## config.mk

```make
export PLATFORM = sky130hd
export DESIGN_NAME = regfile_commit_ctrl
export DESIGN_NICKNAME = d
export VERILOG_FILES = /design/src/rtl/regfile_commit_ctrl.sv
export SDC_FILE = /design/constraint.sdc
export NUM_CORES = 1
export LEC_CHECK = 0
export ABC_AREA = 0
export CAP_MARGIN = 20
export CORE_MARGIN = 2
export CORE_UTILIZATION = 55
export CTS_CLUSTER_DIAMETER = 60
export DETAILED_ROUTE_END_ITERATION = 8
export GPL_TIMING_DRIVEN = 0
export PLACE_DENSITY_LB_ADDON = 0.08
export SLEW_MARGIN = 30
export SYNTH_ARGS = -nofsm -noshare
export SYNTH_HDL_FRONTEND = slang
export SYNTH_SLANG_ARGS = --single-unit
```

## constraint.sdc

```tcl
create_clock -name clk -period 4 [get_ports clk]
set_input_delay 1.2 -clock clk [delete_from_list [all_inputs] [get_ports clk]]
set_output_delay 1.2 -clock clk [all_outputs]
set_load 0.05 [all_outputs]
```

## src/rtl/regfile_commit_ctrl.sv

```systemverilog
// ============================================================================
// Module      : regfile_commit_ctrl
// Description : Buffers ROB commit results in an in-order FIFO and drains one
//               per cycle onto the single RegFile write port. r0 commits are
//               dropped and draining can be stalled with hold.
//               Optional macro COMMIT_BYPASS_EN: an empty FIFO forwards a
//               commit straight to the write port (1-cycle latency).
// Revision    : 1.0 - initial release
// ============================================================================
`default_nettype none

module regfile_commit_ctrl #(
    parameter int REG_W   = 5,
    parameter int DATA_W  = 32,
    parameter int ENTRY_W = 3,
    parameter int DEPTH   = 4
) (
    input  logic                       clk,
    input  logic                       rst,
    input  logic                       in_valid,
    output logic                       in_ready,
    input  logic [REG_W-1:0]           in_name,
    input  logic [DATA_W-1:0]          in_data,
    input  logic [ENTRY_W-1:0]         in_entry,
    input  logic                       hold,
    output logic                       ROB_we,
    output logic [REG_W-1:0]           namew,
    output logic [DATA_W-1:0]          dataw,
    output logic [ENTRY_W-1:0]         entryw,
    output logic [$clog2(DEPTH):0]     count,
    output logic                       empty,
    output logic                       full
);

    localparam int c_PTR_W  = $clog2(DEPTH);
    localparam int c_CNT_W  = c_PTR_W + 1;
    localparam int c_WORD_W = REG_W + DATA_W + ENTRY_W;
    localparam logic [c_CNT_W-1:0] c_FULL_CNT = c_CNT_W'(DEPTH);

    logic [c_WORD_W-1:0] r_mem [DEPTH];
    logic [c_PTR_W-1:0]  r_wr_ptr;
    logic [c_PTR_W-1:0]  r_rd_ptr;
    logic [c_CNT_W-1:0]  r_count;

    logic                r_rob_we;
    logic [REG_W-1:0]    r_namew;
    logic [DATA_W-1:0]   r_dataw;
    logic [ENTRY_W-1:0]  r_entryw;

    logic                w_push;
    logic                w_store;
    logic                w_pop;
    logic                w_bypass;
    logic                w_wr;
    logic [c_WORD_W-1:0] w_in_word;

    assign empty     = (r_count == '0);
    assign full      = (r_count == c_FULL_CNT);
    assign in_ready  = !full;
    assign count     = r_count;

    assign w_push    = in_valid && in_ready;
    // r0 writes complete the handshake but never occupy a slot.
    assign w_store   = w_push && (in_name != '0);
    assign w_pop     = !empty && !hold;
    assign w_in_word = {in_name, in_data, in_entry};

`ifdef COMMIT_BYPASS_EN
    assign w_bypass  = empty && w_store && !hold;
`else
    assign w_bypass  = 1'b0;
`endif

    assign w_wr      = w_store && !w_bypass;

    // Storage is intentionally left unreset; validity is tracked by r_count.
    always_ff @(posedge clk) begin
        if (w_wr) begin
            r_mem[r_wr_ptr] <= w_in_word;
        end
    end

    always_ff @(posedge clk) begin
        if (!rst) begin
            r_wr_ptr <= '0;
            r_rd_ptr <= '0;
            r_count  <= '0;
            r_rob_we <= 1'b0;
            r_namew  <= '0;
            r_dataw  <= '0;
            r_entryw <= '0;
        end else begin
            if (w_wr) begin
                r_wr_ptr <= r_wr_ptr + c_PTR_W'(1);
            end
            if (w_pop) begin
                r_rd_ptr <= r_rd_ptr + c_PTR_W'(1);
            end

            case ({w_wr, w_pop})
                2'b10:   r_count <= r_count + c_CNT_W'(1);
                2'b01:   r_count <= r_count - c_CNT_W'(1);
                default: r_count <= r_count;
            endcase

            // Pop and bypass are exclusive: bypass requires an empty FIFO.
            r_rob_we <= w_pop || w_bypass;
            if (w_pop) begin
                {r_namew, r_dataw, r_entryw} <= r_mem[r_rd_ptr];
            end else if (w_bypass) begin
                {r_namew, r_dataw, r_entryw} <= w_in_word;
            end
        end
    end

    assign ROB_we = r_rob_we;
    assign namew  = r_namew;
    assign dataw  = r_dataw;
    assign entryw = r_entryw;

endmodule

`default_nettype wire

```

==> reports/results.tsv, run 1 <==
metric	value	unit
cts_num_sinks	208	
setup-tns-final	0	ps
synth_largest_area_cell	edfxtp_1	
post_cts_resized	0	
period_minus_slack	3490	ps
post-synth-top-count-cell	edfxtp_1	
yosysTopAreaCellShare	0.642	
max-vdd-ir-drop	0.000380	V
tightestPinTransition	553	ps
cp_max_fo	7	
endpoint_kind	flop	
die_h	121	um
yosysSeqAreaShare	0.770	
drc	0	
avgViaCountPerCell	5.63	
clkTransAtPathRegs	60	ps
grt_pass1_wl	20500	um
cts_hold_buffers	0	
first_iter_violations	227	
cts_tree	yes	
die_width	121	um
yosysUniqueCellTypes	29	
post_dp_cell_area	8700	sq um
ioPinCount	91	
fin_total_pwr	6.23	mW
worstReg2RegStart	count[2]$_SDFFE_PN0P_	
finalSetupViolCount	0	
insertion_delay	470	ps
hold_path_class	reg2reg	
portBuffers	90	
r2r_end	count[2]$_SDFFE_PN0P_	
initial_core_util	0.565	
reg2reg_slack	1380	ps
whs_endpoint	namew[1]$_SDFFE_PN0P_	
slew_violations	0	
clockBufferDepth	3	
syn2layout_area_growth	24.1	%
first_pass_iters	4	
hold_violations	0	
grt_pass1_vias	3908	
synth_ff_type	edfxtp_1	
routedWlPerCell	20.1	um
power_density	670	nW/um^2
floorplan.rows	42	
final_core_util	0.702	
synthCells	353	
hold_start	namew[1]$_SDFFE_PN0P_	
ys_ff_latch	208	
period_share	0.873	
fin_nets	520	
fin_ws	506	ps
layout-drive-gt1-share	0.186	
synth_edf_count	160	
clock-skew-final	4.42	ps
yosys-top-cells-count	160 x edfxtp_1, 48 x dfxtp_1, 40 x a22o_1, 37 x mux4_2, 12 x buf_2	
syn_area_per_cell	21.2	sq um
fmax	286	MHz
worst_ep_arrival_time	3890	ps
holdPathStages	1	
status	finished clean	
reg2regPathDepth	9	
antenna_cells	0	
route.vias.total	3713	
htree_num_levels	1	
final_cell_area	9290	sq um
pre_cts_slack	60.7	ps
maxCapViolations	0	
synth_area_leaders	edfxtp_1 64%, dfxtp_1 13%, mux4_2 11%, a22o_1 4.7%, mux4_1 1.1%	
syn_nets	403	
core-area	13200	sq um
gp_congestion	0.684	
dp.final_hpwl	8170	um
synthArstFlopShare	0	
ys_warn_count	0	
wl	13200	um
rsz0062_at_grt	no	
overflow	0	
critPathKind	in2reg	
postCtsSetupBuffers	0	
cts_made_buffers	21	
max_slew_margin	0.630	
grt_use_total	0.187	
worstPathRequired	4400	ps
antenna_left	0	
start_kind	input port	
syn_area	7490	sq um
leakage	3.11	nW
grt_max_degree	26	
cts_root_buf	clkbuf_16	
die-area	14600	sq um
antenna_found_initial	0	
## where the power goes
group | switching (mW) | internal [mW]
Sequential | 0.128 | 2.63
Combinational | 1.04 | 0.731
Clock | 0.709 | 0.992
## critical path, cell delays in order
cell             delay, ps
clkdlybuf4s50_1        490
or3_1                  380
o311a_1                440
inv_1                  100
ha_1                   180
inv_1                   70
fa_1                   380
xor2_1                 160
or3_1                  320
a21oi_1                170
## worst max path at each step
stage                                   to       start  slack, ps
global route         count[2]$_SDFFE_PN0P_  in_name[0]        390
CTS                  count[2]$_SDFFE_PN0P_  in_name[0]        510
global placement    r_mem[2][18]$_DFFE_PP_  in_name[0]       -440
floorplan            count[2]$_SDFFE_PN0P_  in_name[1]        790
finish               count[2]$_SDFFE_PN0P_  in_name[0]        510
detailed placement   count[2]$_SDFFE_PN0P_  in_name[1]         60
## per-layer routing
metal | share of wire | vias to the layer above | track usage
met4 | 0.017 | 0 | 0.0458
li1 | - | 1688 | -
met1 | 0.42 | 1896 | 0.243
met2 | 0.51 | 107 | 0.330
met3 | 0.053 | 22 | 0.0349
met5 | 0 | - | 0
## final cells by class
cell class              count  area [sq um]
fillers                   864          3950
inverters                   9          36.3
clock inverters             2          10.0
repair buffers             94           981
multi-input cells         118          1570
clock buffers              34           584
well taps                 176           220
flip-flops and latches    208          5770
plain buffers              18           129
## kinds of logic (layout without fill, tap and decap cells)
family / Yosys count / count (layout) / synth area share
xor gates and xnor gates: 2 / 2 / 0.00234
adders and majority gates: 6 / 6 / 0.0110
muxes: 42 / 42 / 0.125
AOI/OAI and AO/OA: 49 / 49 / 0.0542
and+or+nand+nor: 19 / 19 / 0.0157
DFF: 208 / 208 / 0.770
buffers and inverters: 27 / 157 / 0.0221
## layout by cell type (no fill, tap or decap), drive strengths merged
cell,synthesis,final
o311a,1,1
inv,9,9
buf,17,21
clkbuf,1,35
clkinv,0,2
or3,3,3
mux2i,2,2
clkdlybuf4s50,0,90
nor2,4,4
or3b,1,1
a22o,40,40
or4,1,1
dfxtp,48,48
mux4,40,40
nand2,4,4
edfxtp,160,160
o31ai,1,1
and2,4,4
a21oi,4,4
fa,1,1
xor2,2,2
ha,5,5
nor3,2,2
o21a,1,1
o21ai,2,2
## metrics by stage
step	cells	hold slack (ps)
floorplan	353	468
global placement	619	461
detailed placement	623	464
CTS	659	481
global route	659	488
finish	659	475
## state kept, by name (all words and copies together), names as in the netlist
name	flops
ROB_we	1
count	3
dataw	32
entryw	3
namew	5
r_mem	160
r_rd_ptr	2
r_wr_ptr	2
(Power assumes the default switching activity.)
==> run 2: changes to the inputs <==
Settings changed: ABC_AREA 0 to not set, CTS_BUF_LIST set to sky130_fd_sc_hd__clkbuf_16.
==> run 2 against run 1 <==
Global-route usage hardly changed. Cell count is the same. Via count is 0.30% lower. First-iteration DRC count rose by 0.44%. Wire length shrank 0.51%. Combinational power barely moved. Clock-buffer cell count is 13 lower. Non-clock buffer count did not move. Sequential power barely moved. Largest cell class unchanged.
==> reports/results.tsv, run 2 (synthesized netlist as in run 1, its figures left out) <==
metric	value	unit	change
pre_cts_slack	60.7	ps	unchanged
postCtsSetupBuffers	0		unchanged
floorplan.rows	42		unchanged
fin_ws	506	ps	about the same
antenna_cells	0		unchanged
tightestPinTransition	548	ps	was 553 ps
critPathKind	in2reg		unchanged
wl	13200	um	about the same
grt_pass1_vias	3910		was 3908
antenna_left	0		unchanged
fmax	286	MHz	about the same
hold-worst-slack	475	ps	about the same
layout-drive-gt1-share	0.184		was 0.186
routedWlPerCell	20.0	um	was 20.1 um
antenna_found_initial	0		unchanged
maxCapViolations	0		unchanged
cts_num_sinks	208		unchanged
whs_endpoint	namew[1]$_SDFFE_PN0P_		unchanged
hold_path_class	reg2reg		unchanged
start_kind	input port		unchanged
setup-tns-final	0	ps	unchanged
worst_ep_arrival_time	3890	ps	about the same
grt_use_total	0.187		about the same
most-common-layout-cells	160 x edfxtp_1, 90 x clkdlybuf4s50_1, 48 x dfxtp_1		unchanged
initial_core_util	0.565		unchanged
max_slew_margin	0.634		was 0.630
core-area	13200	sq um	unchanged
grt_pass1_wl	20500	um	about the same
finalSetupViolCount	0		unchanged
hold_start	namew[1]$_SDFFE_PN0P_		unchanged
cpMaxStageDelayCell	clkdlybuf4s50_1		unchanged
route.vias.total	3702		was 3713
cts_made_buffers	21		unchanged
drc	0		unchanged
overflow	0		unchanged
fillers	865		was 864
clock-skew-final	4.60	ps	was 4.42 ps
first_iter_violations	228		was 227
hold_violations	0		unchanged
grt_max_degree	26		unchanged
worstReg2RegStart	count[2]$_SDFFE_PN0P_		unchanged
holdPathStages	1		unchanged
die_width	121	um	unchanged
power_density	665	nW/um^2	was 670 nW/um^2
period_share	0.873		about the same
slowest_delay	490	ps	about the same
cts_hold_buffers	0		unchanged
path_cells	clkdlybuf4s50_1 -> or3_1 -> o311a_1 -> inv_1 -> ha_1 -> inv_1 -> fa_1 -> xor2_1 -> or3_1 -> a21oi_1		unchanged
portBuffers	90		unchanged
status	finished clean		unchanged
syn2layout_area_growth	24.0	%	was 24.1%
die_h	121	um	unchanged
htree_num_levels	1		unchanged
die-area	14600	sq um	unchanged
slew_violations	0		unchanged
cts_tree	yes		unchanged
insertion_delay	470	ps	about the same
endpoint_kind	flop		unchanged
largest_register_ffs	160		unchanged
max-vdd-ir-drop	0.000383	V	was 0.000380 V
clockBufferDepth	3		unchanged
reg2regPathDepth	9		unchanged
regMostFlops	r_mem		unchanged
worstPathRequired	4390	ps	was 4400 ps
avgViaCountPerCell	5.62		was 5.63
r2r_end	count[2]$_SDFFE_PN0P_		unchanged
leakage	3.16	nW	was 3.11 nW
post_cts_resized	0		unchanged
reg2reg_slack	1380	ps	about the same
cp_max_fo	7		unchanged
ioPinCount	91		unchanged
clkTransAtPathRegs	60	ps	about the same
fin_nets	520		unchanged
dp.final_hpwl	8170	um	unchanged
rsz0062_at_grt	no		unchanged
cts_root_buf	clkbuf_16		unchanged
gp_congestion	0.684		unchanged
final_common_cell	edfxtp_1		unchanged
first_pass_iters	4		unchanged
period_minus_slack	3490	ps	about the same
run 2: cell count changes in the layout (fill, tap and decap cells not counted):
cell	delta
clkbuf_8	-1
clkinv_1	+1
inv_1	+12
clkbuf_1	-12
run 2: how the worst max path moves through the flow:
stage                                        end  cells after the start  slack (ps)        from
after CTS                  count[2]$_SDFFE_PN0P_                     10         510  in_name[0]
after floorplan            count[2]$_SDFFE_PN0P_                      9         790  in_name[1]
after detailed placement   count[2]$_SDFFE_PN0P_                     10          60  in_name[1]
final                      count[2]$_SDFFE_PN0P_                     10         510  in_name[0]
after global routing       count[2]$_SDFFE_PN0P_                     10         390  in_name[0]
after global placement    r_mem[2][18]$_DFFE_PP_                      4        -440  in_name[0]
run 2: area by class of cell:
type / count / area (sq um) / share of cell area
multi-input cells: 118 / 1570 / 0.169
flip-flops and latches: 208 / 5770 / 0.621
clock buffers: 21 / 526 / 0.0566
well taps: 176 / 220 / 0.0237
clock inverters: 15 / 58.8 / 0.00634
plain buffers: 18 / 129 / 0.0139
repair buffers: 94 / 981 / 0.106
inverters: 9 / 36.3 / 0.00391
run 2: power by group:
group | switching (mW) | internal, mW | total [mW]
sequential | 0.127 | 2.63 | 2.75
combinational | 1.04 | 0.731 | 1.77
clock | 0.712 | 0.942 | 1.65
total | 1.88 | 4.30 | 6.18
run 2: stage by stage:
stage	std cells	power, mW	util	instance area (sq um)
after floorplan	353	4.00	-	7490
after global placement	619	4.52	0.650	8610
after detailed placement	623	4.59	0.657	8700
after CTS	659	6.25	0.701	9280
after global routing	659	6.43	0.701	9280
final	659	6.18	0.701	9280
run 2: per-layer routing:
metal | vias up | share of wire | track usage | routed length [um]
li1 | 1689 | - | - | -
met5 | - | 0 | 0 | 0
met4 | 0 | 0.017 | 0.0458 | 222
met1 | 1872 | 0.41 | 0.243 | 5360
met2 | 120 | 0.51 | 0.329 | 6780
met3 | 21 | 0.061 | 0.0349 | 810
run 2: worst max-delay path, delay by kind of cell:
kind / cells / cell delay [ps]
AO/OA/AOI/OAI: 2 / 610
XOR/XNOR: 1 / 160
adder cells (fa/ha/maj): 2 / 560
buffers and inverters: 3 / 650
AND/OR/NAND/NOR: 2 / 700
==> run 3: changes to the inputs <==
Settings changed: CORE_UTILIZATION 55 to 60, DONT_BUFFER_PORTS set to 1.
==> run 3 against run 2 <==
Register-to-register slack got worse by 540 ps. Utilization shrank 1.4 points. Largest cell class unchanged. Largest power group unchanged. Clock-buffer cell count did not move. Clock power rose by 6%. Critical path depth shrank 8. Combinational power shrank 46%. Clock skew increased by 12 ps. Cell area is 10% lower. Worst hold slack better by 33 ps. Critical path type is now reg2out.
==> reports/results.tsv, run 3 (synthesized netlist as in run 1, its figures left out) <==
metric	value	unit	change
regArea	5770	sq um	unchanged
grt_pass1_wl	18900	um	was 20500 um
dp.final_hpwl	7170	um	was 8170 um
ioPinCount	91		unchanged
final_common_cell	edfxtp_1		unchanged
syn2layout_area_growth	11.2	%	was 24.0%
status	finished clean		unchanged
slowest_delay	780	ps	was 490 ps
first_iter_violations	167		was 228
cts_root_buf	clkbuf_16		unchanged
slew_violations	0		unchanged
cell_internal_pwr	4.09	mW	was 4.30 mW
fmax	282	MHz	was 286 MHz
leakage	2.79	nW	was 3.16 nW
avgViaCountPerCell	5.99		was 5.62
grt_use_total	0.192		was 0.187
post_dp_cell_area	7710	sq um	was 8700 sq um
fin_total_pwr	5.92	mW	was 6.18 mW
period_share	0.886		was 0.873
antenna_cells	0		unchanged
worst_ep_arrival_time	2340	ps	was 3890 ps
die_h	116	um	was 121 um
cp_max_fo	5		was 7
max-vdd-ir-drop	0.000456	V	was 0.000383 V
worstReg2RegStart	count[2]$_SDFFE_PN0P_		unchanged
wl	12400	um	was 13200 um
worstPathRequired	2800	ps	was 4390 ps
overflow	0		unchanged
most-common-layout-cells	160 x edfxtp_1, 48 x dfxtp_1, 40 x a22o_1		was 160 x edfxtp_1, 90 x clkdlybuf4s50_1, 48 x dfxtp_1
antenna_found_initial	0		unchanged
core-area	12100	sq um	was 13200 sq um
die_width	116	um	was 121 um
setup-tns-final	0	ps	unchanged
die-area	13400	sq um	was 14600 sq um
cts_tree	yes		unchanged
tightestPinTransition	860	ps	was 548 ps
startpoint	count[2]$_SDFFE_PN0P_		was in_name[0]
hold_violations	0		unchanged
clkTransAtPathRegs	60	ps	about the same
hold-worst-slack	508	ps	was 475 ps
first_pass_iters	4		unchanged
p_sw	1.82	mW	was 1.88 mW
rsz0062_at_grt	no		unchanged
drc	0		unchanged
cts_num_sinks	208		unchanged
endpoint_kind	output port		was flop
crit_buf_inv	1		was 3
hold_start	r_wr_ptr[0]$_SDFFE_PN0P_		was namew[1]$_SDFFE_PN0P_
clock-skew-final	16.5	ps	was 4.60 ps
postCtsSetupBuffers	0		unchanged
antenna_left	0		unchanged
grt_max_degree	41		was 26
seq_power_share	0.544		was 0.446
maxCapViolations	0		unchanged
critPathKind	reg2out		was in2reg
post_cts_resized	0		unchanged
routedWlPerCell	22.3	um	was 20.0 um
crit_family	flip-flops		was simple AND/OR/NAND/NOR gates
regMostFlops	r_mem		unchanged
final_core_util	0.687		was 0.701
layout-drive-gt1-share	0.232		was 0.184
hold_path_class	reg2reg		unchanged
htree_num_levels	1		unchanged
path_cells	or3b_1 -> inv_1		was clkdlybuf4s50_1 -> or3_1 -> o311a_1 -> inv_1 -> ha_1 -> inv_1 -> fa_1 -> xor2_1 -> or3_1 -> a21oi_1
initial_core_util	0.618		was 0.565
final_cell_area	8320	sq um	was 9280 sq um
cts_made_buffers	21		unchanged
fin_nets	426		was 520
power_density	711	nW/um^2	was 665 nW/um^2
swShare	0.308		was 0.304
cts_hold_buffers	0		unchanged
period_minus_slack	3540	ps	was 3490 ps
gp_congestion	0.692		was 0.684
floorplan.rows	40		was 42
multi_input_area	1570	sq um	unchanged
largest_register_ffs	160		unchanged
cpMaxStageDelayCell	dfxtp_1		was clkdlybuf4s50_1
p_comb_frac	0.160		was 0.286
grt_pass1_vias	3481		was 3910
insertion_delay	480	ps	was 470 ps
max_slew_margin	0.425		was 0.634
clkPwrFrac	0.295		was 0.268
route.vias.total	3331		was 3702
finalSetupViolCount	0		unchanged
start_kind	flop		was input port
clockBufferDepth	3		unchanged
portBuffers	0		was 90
fillers	797		was 865
==> run 3: through the flow <==
stage | worst slack (ps) | instances
final | 456 | 556
after global routing | 375 | 556
after CTS | 436 | 556
after detailed placement | 637 | 521
after global placement | 22.6 | 521
after floorplan | 793 | 353
==> run 3: area by class of cell <==
type,instances,area share
buffer,18,0.0155
clock buffer,21,0.0631
clock inverter,14,0.0108
tap,168,0.0253
inverter,9,0.00436
sequential,208,0.693
multi-input combinational,118,0.188
==> run 3: power groups by stage <==
| stage | sequential [mW] | clock, mW | combinational (mW) |
|---|---|---|---|
| 5_1_grt | 3.25 | 1.88 | 1.04 |
| 3_3_place_gp | 3.27 | 0 | 0.950 |
| 6_report | 3.22 | 1.75 | 0.950 |
| 2_1_floorplan | 3.22 | 0 | 0.782 |
| 4_1_cts | 3.23 | 1.79 | 0.974 |
| 3_5_place_dp | 3.27 | 0 | 0.968 |
==> run 3: path summary, 6_finish.rpt <==
path / end / slack, ps / cells after the start
setup / recovery: full / 460 / 2
hold / removal: r_wr_ptr[0]$_SDFFE_PN0P_ / 510 / 2
hold reg to reg: r_wr_ptr[0]$_SDFFE_PN0P_ / 510 / 2
setup reg to reg: count[2]$_SDFFE_PN0P_ / 840 / 9
==> run 3: tightest hold or removal path: cells and delay by family, from the launching register on <==
| kind | cells | cell delay [ps] |
|---|---|---|
| AND/OR/NAND/NOR | 1 | 60 |
| flip-flops | 1 | 340 |
| multiplexers | 1 | 60 |
==> run 3: layer usage <==
| metal | vias up | global-route usage | part of all wire |
|---|---|---|---|
| li1 | 1492 | - | - |
| met1 | 1705 | 0.237 | 0.40 |
| met2 | 111 | 0.325 | 0.50 |
| met3 | 23 | 0.0701 | 0.086 |
| met4 | 0 | 0.0524 | 0.022 |
| met5 | - | 0 | 0 |
